**src/rtl/uart_pkg.sv**
```systemverilog
// Shared types and helpers for the UART receive path.
package uart_pkg;

  typedef enum logic [2:0] {IDLE, START, DATA, PARITY, STOP1, STOP2} rx_state_t;

  localparam logic [1:0] DS_5 = 2'b00;
  localparam logic [1:0] DS_6 = 2'b01;
  localparam logic [1:0] DS_7 = 2'b10;
  localparam logic [1:0] DS_8 = 2'b11;

  typedef struct packed {
    logic [1:0] data_size;
    logic       parity_en;
    logic       parity_odd;
    logic       stop_two;
  } rx_cfg_t;

  // Keeps only the data bits that belong to the configured character width.
  function automatic logic [7:0] data_mask(input logic [1:0] ds);
    case (ds)
      DS_5:    data_mask = 8'h1f;
      DS_6:    data_mask = 8'h3f;
      DS_7:    data_mask = 8'h7f;
      default: data_mask = 8'hff;
    endcase
  endfunction

endpackage

```
**src/rtl/uart_parity_checker.sv**
```systemverilog
// Even parity over the active data bits of a received character.
module uart_parity_checker
  import uart_pkg::*;
(
  input  logic [1:0] data_size,
  input  logic [7:0] data,
  output logic       even_parity
);

  assign even_parity = ^(data & data_mask(data_size));

endmodule

```
**src/rtl/uart_rx_frame_ctrl.sv**
```systemverilog
// UART receive frame sequencer: 16x oversampled start/data/parity/stop
// sequencing with a one-entry valid/ready holding register.
module uart_rx_frame_ctrl
  import uart_pkg::*;
#(
  parameter int OVERSAMPLE  = 16,
  parameter int SYNC_STAGES = 2
) (
  input  logic       clk_i,
  input  logic       arst_i,
  input  logic       baud_tick,
  input  logic       rx,
  input  logic [1:0] data_size,
  input  logic       parity_en,
  input  logic       parity_odd,
  input  logic       stop_two,
  output logic [7:0] rx_data,
  output logic       rx_parity_err,
  output logic       rx_frame_err,
  output logic       rx_valid,
  input  logic       rx_ready,
  output logic       overrun,
  output logic       busy
);

  localparam int TW = $clog2(OVERSAMPLE);
  localparam logic [TW-1:0] TICK_HALF = TW'(OVERSAMPLE/2 - 1);
  localparam logic [TW-1:0] TICK_LAST = TW'(OVERSAMPLE - 1);

  // Reset to idle-high so releasing reset never looks like a start edge.
  logic [SYNC_STAGES-1:0] rx_sync;
  logic                   rx_s;

  always_ff @(posedge clk_i or posedge arst_i)
    if (arst_i) rx_sync <= '1;
    else        rx_sync <= {rx_sync[SYNC_STAGES-2:0], rx};

  assign rx_s = rx_sync[SYNC_STAGES-1];

  rx_state_t     state, state_nxt;
  logic [TW-1:0] tick_cnt, tick_nxt;
  logic [2:0]    bit_cnt, bit_nxt;
  logic [7:0]    shift, shift_nxt;
  logic          perr, perr_nxt;
  logic          ferr, ferr_nxt;
  rx_cfg_t       cfg, cfg_nxt;
  logic          publish;
  logic          even_parity;
  logic [2:0]    last_bit;

  assign last_bit = 3'd4 + {1'b0, cfg.data_size};

  uart_parity_checker u_par (
    .data_size  (cfg.data_size),
    .data       (shift),
    .even_parity(even_parity)
  );

  always_ff @(posedge clk_i or posedge arst_i)
    if (arst_i) begin
      state    <= IDLE;
      tick_cnt <= '0;
      bit_cnt  <= '0;
      shift    <= '0;
      perr     <= 1'b0;
      ferr     <= 1'b0;
      cfg      <= '0;
    end else begin
      state    <= state_nxt;
      tick_cnt <= tick_nxt;
      bit_cnt  <= bit_nxt;
      shift    <= shift_nxt;
      perr     <= perr_nxt;
      ferr     <= ferr_nxt;
      cfg      <= cfg_nxt;
    end

  always_comb begin
    state_nxt = state;
    tick_nxt  = tick_cnt;
    bit_nxt   = bit_cnt;
    shift_nxt = shift;
    perr_nxt  = perr;
    ferr_nxt  = ferr;
    cfg_nxt   = cfg;
    publish   = 1'b0;
    if (baud_tick) begin
      case (state)
        IDLE: if (!rx_s) begin
          state_nxt = START;
          tick_nxt  = '0;
          bit_nxt   = '0;
          shift_nxt = '0;
          perr_nxt  = 1'b0;
          ferr_nxt  = 1'b0;
          cfg_nxt   = rx_cfg_t'{data_size, parity_en, parity_odd, stop_two};
        end
        // Half a bit in: a high line here means the start was only a glitch.
        START: if (tick_cnt == TICK_HALF) begin
          tick_nxt  = '0;
          state_nxt = rx_s ? IDLE : DATA;
        end else tick_nxt = tick_cnt + 1'b1;
        DATA: if (tick_cnt == TICK_LAST) begin
          tick_nxt           = '0;
          shift_nxt[bit_cnt] = rx_s;
          if (bit_cnt == last_bit) state_nxt = cfg.parity_en ? PARITY : STOP1;
          else                     bit_nxt   = bit_cnt + 1'b1;
        end else tick_nxt = tick_cnt + 1'b1;
        PARITY: if (tick_cnt == TICK_LAST) begin
          tick_nxt  = '0;
          perr_nxt  = rx_s != (even_parity ^ cfg.parity_odd);
          state_nxt = STOP1;
        end else tick_nxt = tick_cnt + 1'b1;
        STOP1: if (tick_cnt == TICK_LAST) begin
          tick_nxt = '0;
          ferr_nxt = ferr | ~rx_s;
          if (cfg.stop_two) state_nxt = STOP2;
          else begin
            publish   = 1'b1;
            state_nxt = IDLE;
          end
        end else tick_nxt = tick_cnt + 1'b1;
        STOP2: if (tick_cnt == TICK_LAST) begin
          tick_nxt  = '0;
          ferr_nxt  = ferr | ~rx_s;
          publish   = 1'b1;
          state_nxt = IDLE;
        end else tick_nxt = tick_cnt + 1'b1;
        default: state_nxt = IDLE;
      endcase
    end
  end

  // A publish into a full register that is not being drained loses the new frame.
  always_ff @(posedge clk_i or posedge arst_i)
    if (arst_i) begin
      rx_data       <= '0;
      rx_parity_err <= 1'b0;
      rx_frame_err  <= 1'b0;
      rx_valid      <= 1'b0;
      overrun       <= 1'b0;
    end else begin
      overrun <= 1'b0;
      if (publish) begin
        if (!rx_valid || rx_ready) begin
          rx_data       <= shift;
          rx_parity_err <= perr;
          rx_frame_err  <= ferr_nxt;
          rx_valid      <= 1'b1;
        end else overrun <= 1'b1;
      end else if (rx_valid && rx_ready) rx_valid <= 1'b0;
    end

  assign busy = (state != IDLE);

endmodule

```
**config.mk**
```make
export PLATFORM = sky130hd
export DESIGN_NAME = uart_rx_frame_ctrl
export DESIGN_NICKNAME = d
export VERILOG_FILES = /design/src/rtl/uart_pkg.sv /design/src/rtl/uart_parity_checker.sv /design/src/rtl/uart_rx_frame_ctrl.sv
export SDC_FILE = /design/constraint.sdc
export NUM_CORES = 1
export LEC_CHECK = 0
export ABC_AREA = 1
export CELL_PAD_IN_SITES_DETAIL_PLACEMENT = 0
export CELL_PAD_IN_SITES_GLOBAL_PLACEMENT = 1
export CORE_UTILIZATION = 45
export DETAILED_ROUTE_END_ITERATION = 8
export PLACE_DENSITY = 0.91
export SETUP_SLACK_MARGIN = 0.05
export SLEW_MARGIN = 10
export SYNTH_ARGS = -nofsm -noshare
export SYNTH_HDL_FRONTEND = slang
export SYNTH_SLANG_ARGS = --single-unit
```
**constraint.sdc**
```tcl
create_clock -name clk_i -period 4.15 [get_ports clk_i]
set_input_delay 1.0375 -clock clk_i [delete_from_list [all_inputs] [get_ports clk_i]]
set_output_delay 1.0375 -clock clk_i [all_outputs]
set_load 0.01 [all_outputs]
```
==> run_results.csv, run 1 <==
group,metric,value,unit
floorplanning,floorplan.die.width,73.2,µm
cells_and_area,synthToLayoutAreaGrowth,16.0,%
cts,cts_made_buffers,5,
global_routing,grt_pass1_vias,1701,
setup_path,cp_cell_sequence,"inv_2 > nand2_2 > clkdlybuf4s50_1",
logic_synthesis,yosysMostFrequentCell,"nand2_1",
cts,h-tree-depth,2,
logic_synthesis,synth-seq-cells,39,
routing,vias_per_cell,4.82,
routing,top_layer,"met4",
logic_synthesis,synth_area_leaders,"dfrtp_1 41%, nand2_1 14%, inv_1 5.6%",
logic_synthesis,synthesis.nets,297,
cells_and_area,fill_cells,472,
timing,maxClockFrequency,385,MHz
routing,ant_nets,0,
pwr,power.density,462,nW/µm²
setup_path,critPathMaxStageDelay,0.56,ns
setup_path,crit_path_end_kind,"output port",
setup_path,crit_slowest_cell,"clkdlybuf4s50_1",
timing,period_share,0.626,
cells_and_area,finalCoreUtilization,0.553,
timing,min_period,2.60,ns
setup_path,critPathTopFamily,"buffers and inverters",
floorplanning,num_rows,25,
routing,drtIter0Drc,98,
logic_synthesis,netlist.area_leader.share,0.406,
timing,finalSetupViolCount,0,
cts,postCtsSetupBuffers,0,
timing,slew_headroom,0.588,
cells_and_area,drive_above_1_share,0.193,
setup_path,crit_type,"register to output port",
floorplanning,ios,23,
cells_and_area,fin_nets,323,
cts,clock_latency,0.29,ns
logic_synthesis,yosysSeqAreaShare,0.429,
logic_synthesis,syn_avg_cell_area,8.04,µm²
timing,drv_slew,0,
setup_path,cp.required,3.11,ns
placed_design,gp_congestion,0.884,
setup_path,critPathBufInv,2,
cts,ctsResizeCount,0,
routing,routedWlPerCell,11.2,µm
timing,finalSetupTns,0,ns
cts,cts_sinks,39,
cells_and_area,diodes,0,
logic_synthesis,synth_edf_count,0,
routing,vias,1822,
setup_path,crit_path_max_fanout,5,
worst_hold_path,hold_class,"register to register",
logic_synthesis,netlist_instances,284,
placed_design,io_buffers,22,
cts,cts_tree,"done",
timing,worst_pin_slew,0.614,ns
cts,clockRootBuffer,"clkbuf_8",
logic_synthesis,synth_flop_cell,"dfrtp_1",
timing,skew,0.00941,ns
routing,routed_wl,4240,µm
cts,clock_path_buffers,2,
logic_synthesis,yosys.area.top_type,"dfrtp_1",
global_routing,grt_pass1_wl,7560,µm
global_routing,grt_max_degree,40,
global_routing,grtUsageTotal,0.185,
outcome,outcome,"finished clean",
cts,cts_hold_buf,0,
floorplanning,dieArea,5360,µm²
floorplanning,coreArea,4790,µm²
routing,wl_met3,177,µm
timing,hold_viol,0,
cts,clkTransAtPathRegs,0.08,ns
global_routing,gr-total-overflow,0,
placed_design,hpwl,3180,µm
pwr,vdd_drop_max,0.269,mV
logic_synthesis,synth_common_cells,"88 x nand2_1, 37 x dfrtp_1, 34 x inv_1",
floorplanning,die_h,73.2,µm
routing,drc_errors,0,
setup_path,critPathArrivalTime,1.56,ns
pwr,p_leak,1.23,nW
global_routing,antenna_found_initial,0,
logic_synthesis,syn-cell-area,2280,µm²
routing,wl_met2,1840,µm
timing,rsz0062_at_grt,"false",
logic_synthesis,ys_types,36,
setup_path,startpoint_type,"register",
routing,drtPass1Iterations,4,
logic_synthesis,yosysWarnings,0,
setup_path,r2r_setup_slack,2.32,ns
floorplanning,start_util,0.477,
logic_synthesis,synthArstFlopShare,1.00,
routing,wl_met1,2160,µm
timing,whs,0.359,ns
job,max_cap_viol_count,0,
metrics by stage:
stage / cell area (µm²) / std cells / total power, mW / setup WS (ns)
after CTS: 2650 / 378 / 1.23 / 1.54
after detailed placement: 2560 / 370 / 0.971 / 1.46
final: 2650 / 378 / 1.22 / 1.55
after global placement: 2560 / 370 / 0.967 / 1.50
after floorplan: 2280 / 284 / 0.868 / 2.23
after global routing: 2650 / 378 / 1.33 / 1.46
sequential cells by signal (all words and copies together) (netlist names):
signal,cells
cfg,5
bit_cnt,3
ferr,1
overrun,1
rx_parity_err,1
rx_frame_err,1
state,3
shift,8
rx_data,8
tick_cnt,4
rx_valid,1
rx_sync,2
perr,1
kinds of logic (layout without fill, tap and decap cells):
| group | Yosys count | after routing | share of synthesized area |
|---|---|---|---|
| simple gates | 147 | 147 | 0.317 |
| buf+inv | 50 | 77 | 0.0948 |
| compound gates | 43 | 43 | 0.135 |
| flops | 39 | 39 | 0.429 |
| fa+ha+maj | 3 | 3 | 0.0164 |
| xor+xnor | 2 | 2 | 0.00768 |
path summary, 6_finish.rpt:
| check | depth (start not counted) | end | from |
|---|---|---|---|
| max | 3 | busy | state[2] |
| min | 0 | rx_sync[1] | rx_sync[0] |
| max reg2reg | 8 | rx_parity_err | tick_cnt[0] |
| min reg2reg | 0 | rx_sync[1] | rx_sync[0] |
| max in group asynchronous | 3 | rx_sync[0] | arst_i |
| min in group asynchronous | 3 | state[2] | arst_i |
report_power, final:
part	switching (mW)	total [mW]	leakage, nW	internal, mW
combinational	0.297	0.452	0.669	0.155
sequential	0.0732	0.512	0.525	0.439
clock	0.142	0.259	0.0402	0.117
cell type report:
cell class              count  area, µm²  area share
multi-input cells         195       1090       0.411
repair buffers             23        228      0.0860
clock inverters             3       20.0     0.00756
inverters                  46        181      0.0685
clock buffers               5       68.8      0.0260
flip-flops and latches     39        978       0.370
well taps                  67       83.8      0.0317
worst register-to-register path: cells and delay by family (launching register included):
family                   cells  cell delay (ns)
adder cells (fa/ha/maj)      1             0.20
flip-flops                   1             0.39
AO/OA/AOI/OAI                1             0.07
buffers and inverters        1             0.08
AND/OR/NAND/NOR              5             0.96
cells in the final DEF (no fill, tap or decap), drive strengths merged:
cell type	n
clkinv	2
o21ai	28
dfstp	2
dfrtp	37
nor4	1
clkdlybuf4s50	22
inv	45
a22oi	2
clkbuf	5
o22ai	4
ha	3
buf	1
nor3	6
nor2	23
xor2	2
nand3	17
nand2	95
nand3b	1
a21oi	9
nand4	4
clkinvlp	2
routing by layer:
layer  track usage  vias up
met2         0.280       39
met4        0.0654        0
met5             0        -
met1         0.257      825
li1              -      950
met3        0.0456        8
Power figures use the tool's default switching activity.
==> run 2, diff against run 1 <==
Settings changed: CORE_UTILIZATION 45 to 42, PLACE_DENSITY 0.91 to 0.86.
Clock period 4.15 ns to 2.5 ns, I/O delays scaled along.
==> run_results.csv, run 2 (synthesis results as in run 1) <==
group,metric,value,unit
setup_path,startpoint_type,"register",
routing,drc_errors,0,
timing,drv_slew,0,
global_routing,grt_pass1_vias,1613,
timing,hold_viol,0,
cts,clock_latency,0.29,ns
setup_path,crit_path_max_fanout,5,
cells_and_area,finalCoreUtilization,0.520,
routing,drtIter0Drc,83,
global_routing,grt_max_degree,40,
floorplanning,floorplan.die.width,75.7,µm
cells_and_area,synthToLayoutAreaGrowth,17.8,%
pwr,finalPower,2.15,mW
global_routing,gr-total-overflow,0,
cells_and_area,instances_no_fill,382,
cells_and_area,fin_nets,324,
floorplanning,num_rows,26,
timing,slew_headroom,0.665,
cts,h-tree-depth,2,
floorplanning,coreArea,5170,µm²
setup_path,reg2reg_depth,8,
floorplanning,die_h,75.7,µm
cts,ctsResizeCount,0,
setup_path,critPathArrivalTime,1.56,ns
cts,postCtsSetupBuffers,0,
timing,worst_pin_slew,0.502,ns
routing,routedWlPerCell,11.4,µm
cts,cts_sinks,39,
setup_path,cp.required,1.88,ns
cells_and_area,diodes,0,
cells_and_area,design_area,2690,µm²
cts,clock_path_buffers,2,
cells_and_area,final_common_cell,"nand2_1",
setup_path,reg2reg_from,"tick_cnt[1]",
timing,finalSetupViolCount,0,
placed_design,gp_congestion,0.873,
cts,cts_hold_buf,0,
routing,routed_wl,4370,µm
timing,period_share,0.873,
timing,min_period,2.18,ns
setup_path,crit_path_end_kind,"output port",
job,max_cap_viol_count,0,
routing,ant_nets,0,
cts,clockRootBuffer,"clkbuf_8",
setup_path,timing.rr.end,"rx_parity_err",
outcome,outcome,"finished clean",
floorplanning,start_util,0.441,
cells_and_area,final_cell_mix,"88 x nand2_1, 37 x dfrtp_1, 34 x inv_1",
placed_design,io_buffers,22,
pwr,power.density,802,nW/µm²
pwr,p_leak,1.26,nW
setup_path,crit_path_end,"busy",
worst_hold_path,hold_class,"register to register",
routing,drtPass1Iterations,4,
routing,vias_per_cell,4.65,
placed_design,dp_worst_setup_slack,0.263,ns
timing,finalSetupTns,0,ns
global_routing,grt_pass1_wl,7470,µm
setup_path,crit_type,"register to output port",
floorplanning,ios,23,
timing,maxClockFrequency,458,MHz
global_routing,grtUsageTotal,0.180,
setup_path,crit_start,"state[2]",
cts,cts_made_buffers,5,
cts,cts_tree,"done",
routing,vias,1777,
placed_design,hpwl,3280,µm
global_routing,antenna_found_initial,0,
placed_design,place_area,2570,µm²
timing,skew,0.00664,ns
floorplanning,dieArea,5730,µm²
timing,rsz0062_at_grt,"false",
cells_and_area,largestRegisters,"rx_data (8), shift (8), cfg (5)",
timing,setup_slack,0.316,ns
placed_design,placedCellCount,374,
cts,clkTransAtPathRegs,0.08,ns
timing,whs,0.363,ns
pwr,vdd_drop_max,0.541,mV
cells_and_area,drive_above_1_share,0.196,
setup_path,r2r_setup_slack,0.63,ns
## run 2: cell types whose count changed in the layout (fill, tap and decap cells not counted)
cell	previous run	this run
clkbuf_8	5	6
bufinv_16	0	1
clkinvlp_4	2	0
buf_4	1	2
## run 2: power breakdown
group | internal [mW] | switching, mW
Sequential | 0.729 | 0.124
Combinational | 0.261 | 0.496
Clock | 0.323 | 0.221
Total | 1.31 | 0.841
## run 2: how the worst min path moves through the flow
stage | startpoint | to | cells after the start
after floorplan | rx_sync[0] | rx_sync[1] | 0
after global placement | rx_sync[0] | rx_sync[1] | 0
after detailed placement | rx_sync[0] | rx_sync[1] | 0
after CTS | rx_sync[0] | rx_sync[1] | 0
after global routing | rx_sync[0] | rx_sync[1] | 0
final | rx_sync[0] | rx_sync[1] | 0
## run 2: routing by layer
layer  vias to the layer above  track usage  wire length (µm)
met4                         0       0.0617                40
met2                        28        0.278              2020
met3                         4       0.0476               134
met5                         -            0                 0
met1                       790        0.246              2180
li1                        955            -                 -
## run 2: critical path, stage by stage (launching register included)
cell,delay (ns)
dfrtp_1,0.45
inv_2,0.11
nand2_2,0.16
clkdlybuf4s50_1,0.56
## run 2: cell type report
class                      count  area, µm²
clock buffer                   6       82.6
clock inverter                 2       35.0
fill                         479       2480
inverter                      46        181
multi-input combinational    195       1090
sequential                    39        978
tap                           70       87.6
timing repair buffer          24        235
==> RTL edit 1 (flow settings as in run 2) <==
Re-encode `rx_state_t` (6 states) as one-hot, 6 bits wide.
--- a/src/rtl/uart_pkg.sv
+++ b/src/rtl/uart_pkg.sv
@@ -1,7 +1,7 @@
 // Shared types and helpers for the UART receive path.
 package uart_pkg;
 
-  typedef enum logic [2:0] {IDLE, START, DATA, PARITY, STOP1, STOP2} rx_state_t;
+  typedef enum logic [5:0] {IDLE = 6'b000001, START = 6'b000010, DATA = 6'b000100, PARITY = 6'b001000, STOP1 = 6'b010000, STOP2 = 6'b100000} rx_state_t;
 
   localparam logic [1:0] DS_5 = 2'b00;
   localparam logic [1:0] DS_6 = 2'b01;
Function: same outputs for any inputs over 10 cycles, from zero or initial values and one cycle with arst_i high; not proved beyond that.
==> RTL edit 1 against run 2 <==
Final area grew 5.2%. Register-to-register slack lost 60 ps. Routed wire length grew 15%. Critical path type unchanged. Count of clock-buffer cells in the layout is the same. Sequential power is essentially flat. Synthesized cell count grew 23%. Non-clock buffer count grew 2. Die area grew 8.6%. Total power shrank 4.4%. Worst setup slack lost 84 ps. First-iteration DRC count grew 31%. Area after synthesis grew 8.9%. Sequential cell count grew 3.
==> RTL edit 1: results (changes against run 2) <==
| Metric | Value |
|---|---|
| DP HPWL | 3650 um (+11%) |
| Fill cells | 567 (+18%) |
| Syn Nets | 362 (+22%) |
| Post-Place Worst Slack | 373 ps (+110 ps) |
| Status | completed |
| Synth top area share | 39.3% (-1.3 points) |
| Measured slew at the worst slew-check pin | 633 ps (+131 ps) |
| Pin count of the biggest net entering global routing | 43 (+7.5%) |
| Vias in the first global route | 1981 (+23%) |
| Via density | 4.74 (+1.8%) |
| CP arrival | 1640 ps (+80 ps) |
| Initial DRC Count | 109 (+31%) |
| Initial antenna violation count | 0 (unchanged) |
| Post-synthesis cell type count | 31 (-14%) |
| Post-synthesis sequential area ratio | 42.4% (-0.43 points) |
| Max Freq | 0.441 GHz (-3.7%) |
| Layout cells sized above 1 | 10.2% (-9.4 points) |
| Top post-synthesis cells by count | 130 x nand2_1, 39 x dfrtp_1, 36 x nand3_1, 34 x inv_1, 31 x nor2_1 |
| Leak | 1.46 nW (+16%) |
| All-Layer GR Usage | 18.8% (+0.75 points) |
| Final WL | 5020 um (+15%) |
| Post-CTS resize count | 0 (unchanged) |
| First-pass GRT wire length | 9150 um (+22%) |
| Routability cong. | 0.839 (-4.0%) |
| Worst VDD drop | 0.000350 V (-35%) |
| Layout Skew | 5.83 ps (-0.812 ps) |
-- RTL edit 1: cell type report --
cell class | instances | area [um^2] | area share [%]
Multi-Input combinational cell | 262 | 1210 | 43.0
Sequential cell | 42 | 1050 | 37.3
Timing Repair Buffer | 26 | 250 | 8.85
Inverter | 36 | 135 | 4.78
Tap cell | 72 | 90.1 | 3.19
Clock buffer | 6 | 72.6 | 2.57
Clock inverter | 2 | 10.0 | 0.354
-- RTL edit 1: through the flow --
stage | instance area [um^2] | instances | hold WS [ps] | util (%) | power, W
6_report | 2830 | 446 | 361 | 50.4 | 0.00206
5_1_grt | 2830 | 446 | 370 | 50.4 | 0.00224
4_1_cts | 2830 | 446 | 361 | 50.4 | 0.00208
3_5_place_dp | 2750 | 438 | 349 | 49.0 | 0.00164
3_3_place_gp | 2750 | 438 | 346 | 49.0 | 0.00164
2_1_floorplan | 2480 | 350 | 345 | - | 0.00148
-- RTL edit 1: final timing paths --
path                            start         end  slack (ps)  cells past startpoint
max                          state[0]        busy         230                      4
min                        rx_sync[0]  rx_sync[1]         360                      0
max reg2reg                  state[0]    state[1]         570                      9
min reg2reg                rx_sync[0]  rx_sync[1]         360                      0
max in group asynchronous      arst_i    state[0]        1340                      3
min in group asynchronous      arst_i    state[4]         750                      3
-- RTL edit 1: cells by family (layout without fill, tap and decap cells) --
kind of cell,Yosys count,in the layout,share of synthesized area (%)
buffers and inverters,46,70,8.66
xor gates and xnor gates,4,4,1.41
adders and majority gates,2,2,1.01
and+or+nand+nor,230,230,40.8
AOI/OAI and AO/OA,26,26,5.69
DFF,42,42,42.4
-- RTL edit 1: per-layer routing --
layer / vias to the layer above / GRT usage (%) / routed length, um
li1: 1146 / - / -
met1: 919 / 27.5 / 2630
met2: 43 / 27.6 / 2130
met3: 5 / 4.02 / 201
met4: 0 / 5.64 / 57
met5: - / 0 / 0
-- RTL edit 1: critical path: stages, from the launching register on --
cell and delay (ps):
dfstp_2 560, inv_1 60, nor2_2 110, nand3_2 120, clkdlybuf4s50_1 500
-- RTL edit 1: power breakdown --
| part | internal, W | switching, W |
|---|---|---|
| sequential | 0.000766 | 0.0000871 |
| clock | 0.000194 | 0.000234 |
| combinational | 0.000266 | 0.000512 |
==> RTL edit 2 (settings of run 2) <==
Without the edit above. `OVERSAMPLE`: 16 -> 32.
--- a/src/rtl/uart_rx_frame_ctrl.sv
+++ b/src/rtl/uart_rx_frame_ctrl.sv
@@ -3,7 +3,7 @@
 module uart_rx_frame_ctrl
   import uart_pkg::*;
 #(
-  parameter int OVERSAMPLE  = 16,
+  parameter int OVERSAMPLE  = 32,
   parameter int SYNC_STAGES = 2
 ) (
   input  logic       clk_i,
Function: same outputs for any inputs over 10 cycles, from zero or initial values and one cycle with arst_i high; that may be too few to reach the edited logic, so the function may still have changed.
==> RTL edit 2 against run 2 <==
Worst setup slack worse by 17 ps. Synthesized cell count is 1.8% lower. Sequential power grew 3.9%. Area after synthesis shrank 3.8%. Final area fell by 3.1%. Total power grew 1.3%. Largest power group unchanged. Clock power decreased by 5.5%. Sequential cell count is 1 higher. Core utilization rose by 1.4 points. Die area fell by 3.7%. Non-clock buffer count down 1. Routed wire length decreased by 2.8%. Via count rose by 2.1%.
==> RTL edit 2: results (changes against run 2) <==
| Metric | Value |
|---|---|
| Clock Path Buffers | 2 (unchanged) |
| DP HPWL | 3180 um (-3.0%) |
| Post-synthesis sequential area ratio | 45.7% (+2.8 points) |
| Clock transition at the registers of the reported paths | ~70 ps |
| Initial DRC Count | 114 (+37%) |
| First-pass DRT Iterations | 4 (unchanged) |
| WHS Endpoint | rx_sync[1] |
| Layout Skew | 4.25 ps (-2.40 ps) |
| Min-delay worst type | flop to flop |
| Layout cells sized above 1 | 13.3% (-6.3 points) |
| Synth top area cells | dfrtp_1 43%, nand2_1 16%, nand3_1 5.2% |
| First-pass GRT wire length | 7270 um (-2.7%) |
| Worst VDD drop | 0.000385 V (-29%) |
| Dpl cells | 368 (-1.6%) |
| Post-CTS resize count | 0 (unchanged) |
| Leak | 1.28 nW (+1.7%) |
| Inserted Diodes | 0 (unchanged) |
| FF-to-FF Start | tick_cnt[0] |
| Biggest regs | rx_data: 8 flops, shift: 8 flops |
| Pin count of the biggest net entering global routing | 41 (+2.5%) |
| Seq pwr | 0.000885 W (+3.9%) |
| Routability cong. | 0.877 (+0.45%) |
| Initial antenna violation count | 0 (unchanged) |
| Syn Nets | 294 (-1.0%) |
| Design Power | 0.00218 W (+1.3%) |
| Status | completed |
| Worst-case reg-to-reg path depth | 10 (+2) |
| Dpl cell area | 2500 um^2 (-2.9%) |
| Gate count of the mapped netlist | 279 (-1.8%) |
| Post-synthesis cell type count | 32 (-11%) |
| Critical hold path startpoint | rx_sync[0] |
| Internal Pwr Total | 0.00131 W (about the same) |
| WL per Instance | 11.3 um (-1.3%) |
| Via density | 4.82 (+3.7%) |
| Via count | 1814 (+2.1%) |
| Worst hold stages | 0 (unchanged) |
| Top post-synthesis cells by count | 91 x nand2_1, 38 x dfrtp_1, 27 x inv_1, 25 x nor2_1, 23 x nand3_1 |
| Hold Vio Cnt, Final | 0 (unchanged) |
| Async SR Flop Fraction | 100% (unchanged) |
| Normalized max-slew margin | 67.4% (+0.89 points) |
| Worst r2r dst | bit_cnt[2] |
| Port Buffers | 22 (unchanged) |
| Vias in the first global route | 1577 (-2.2%) |
| All-Layer GR Usage | 17.4% (-0.65 points) |
| Hold Slack | 357 ps (-6.20 ps) |
| Final #Nets | 323 (-0.31%) |
| Total CTS buffers | 5 (unchanged) |
| Fill cells | 498 (+4.0%) |
| R2R Setup Slk | 400 ps (-230 ps) |
| Clock Latency Late Sink | 290 ps (about the same) |
| Clock group share of total power | 23.6% (-1.7 points) |
| CP max FO | 6 (+1) |
| CP arrival | 1580 ps (+20 ps) |
| Synth Flop Type | dfrtp_1 |
## RTL edit 2: changes by cell type after synthesis, moves of 3 or more
cell	change
a21oi_1	-3
inv_1	-7
inv_2	-5
nand2_1	+3
nand3_1	+7
nor2_1	+10
nor2_4	-3
o21ai_2	-3
o22ai_2	-3
## RTL edit 2: cell type report
class / instances / share of cell area (%)
clock inverter: 2 / 1.35
inverter: 33 / 4.76
tap: 67 / 3.22
sequential: 40 / 38.5
clock buffer: 6 / 2.79
timing repair buffer: 23 / 8.75
multi-input combinational: 205 / 40.6
## RTL edit 2: through the flow
stage,util [%],worst slack (ps)
after floorplan,-,626
after global placement,51.2,405
after detailed placement,51.2,392
after CTS,53.4,286
after global routing,53.4,151
final,53.4,299
## RTL edit 2: how the worst max path moves through the flow
stage	cells after the start	start	to
3_5_place_dp	5	baud_tick	tick_cnt[1]
6_report	3	state[0]	busy
3_3_place_gp	5	baud_tick	tick_cnt[1]
2_1_floorplan	10	tick_cnt[0]	bit_cnt[2]
4_1_cts	3	state[0]	busy
5_1_grt	10	tick_cnt[0]	bit_cnt[2]
## RTL edit 2: logic make-up after synthesis
logic type                 after synthesis  share of synthesized area [%]
xor gates and xnor gates                 1                          0.399
AOI/OAI and AO/OA                       39                           11.5
and+or+nand+nor                        160                           33.4
DFF                                     40                           45.7
buffers and inverters                   34                           6.15
adders and majority gates                5                           2.85
## RTL edit 2: layer usage
metal  up-vias  routed length, um  global-route usage, %
li1        964                  -                      -
met1       806               2140                   24.8
met2        39               1880                   26.7
met3         5                176                   4.07
met4         0                 40                   4.40
met5         -                  0                      0
## RTL edit 2: worst max-delay path, stage by stage (launching register included)
cell and delay [ps]:
dfrtp_1 480, nor3_2 230, inv_2 90, clkdlybuf4s50_1 490
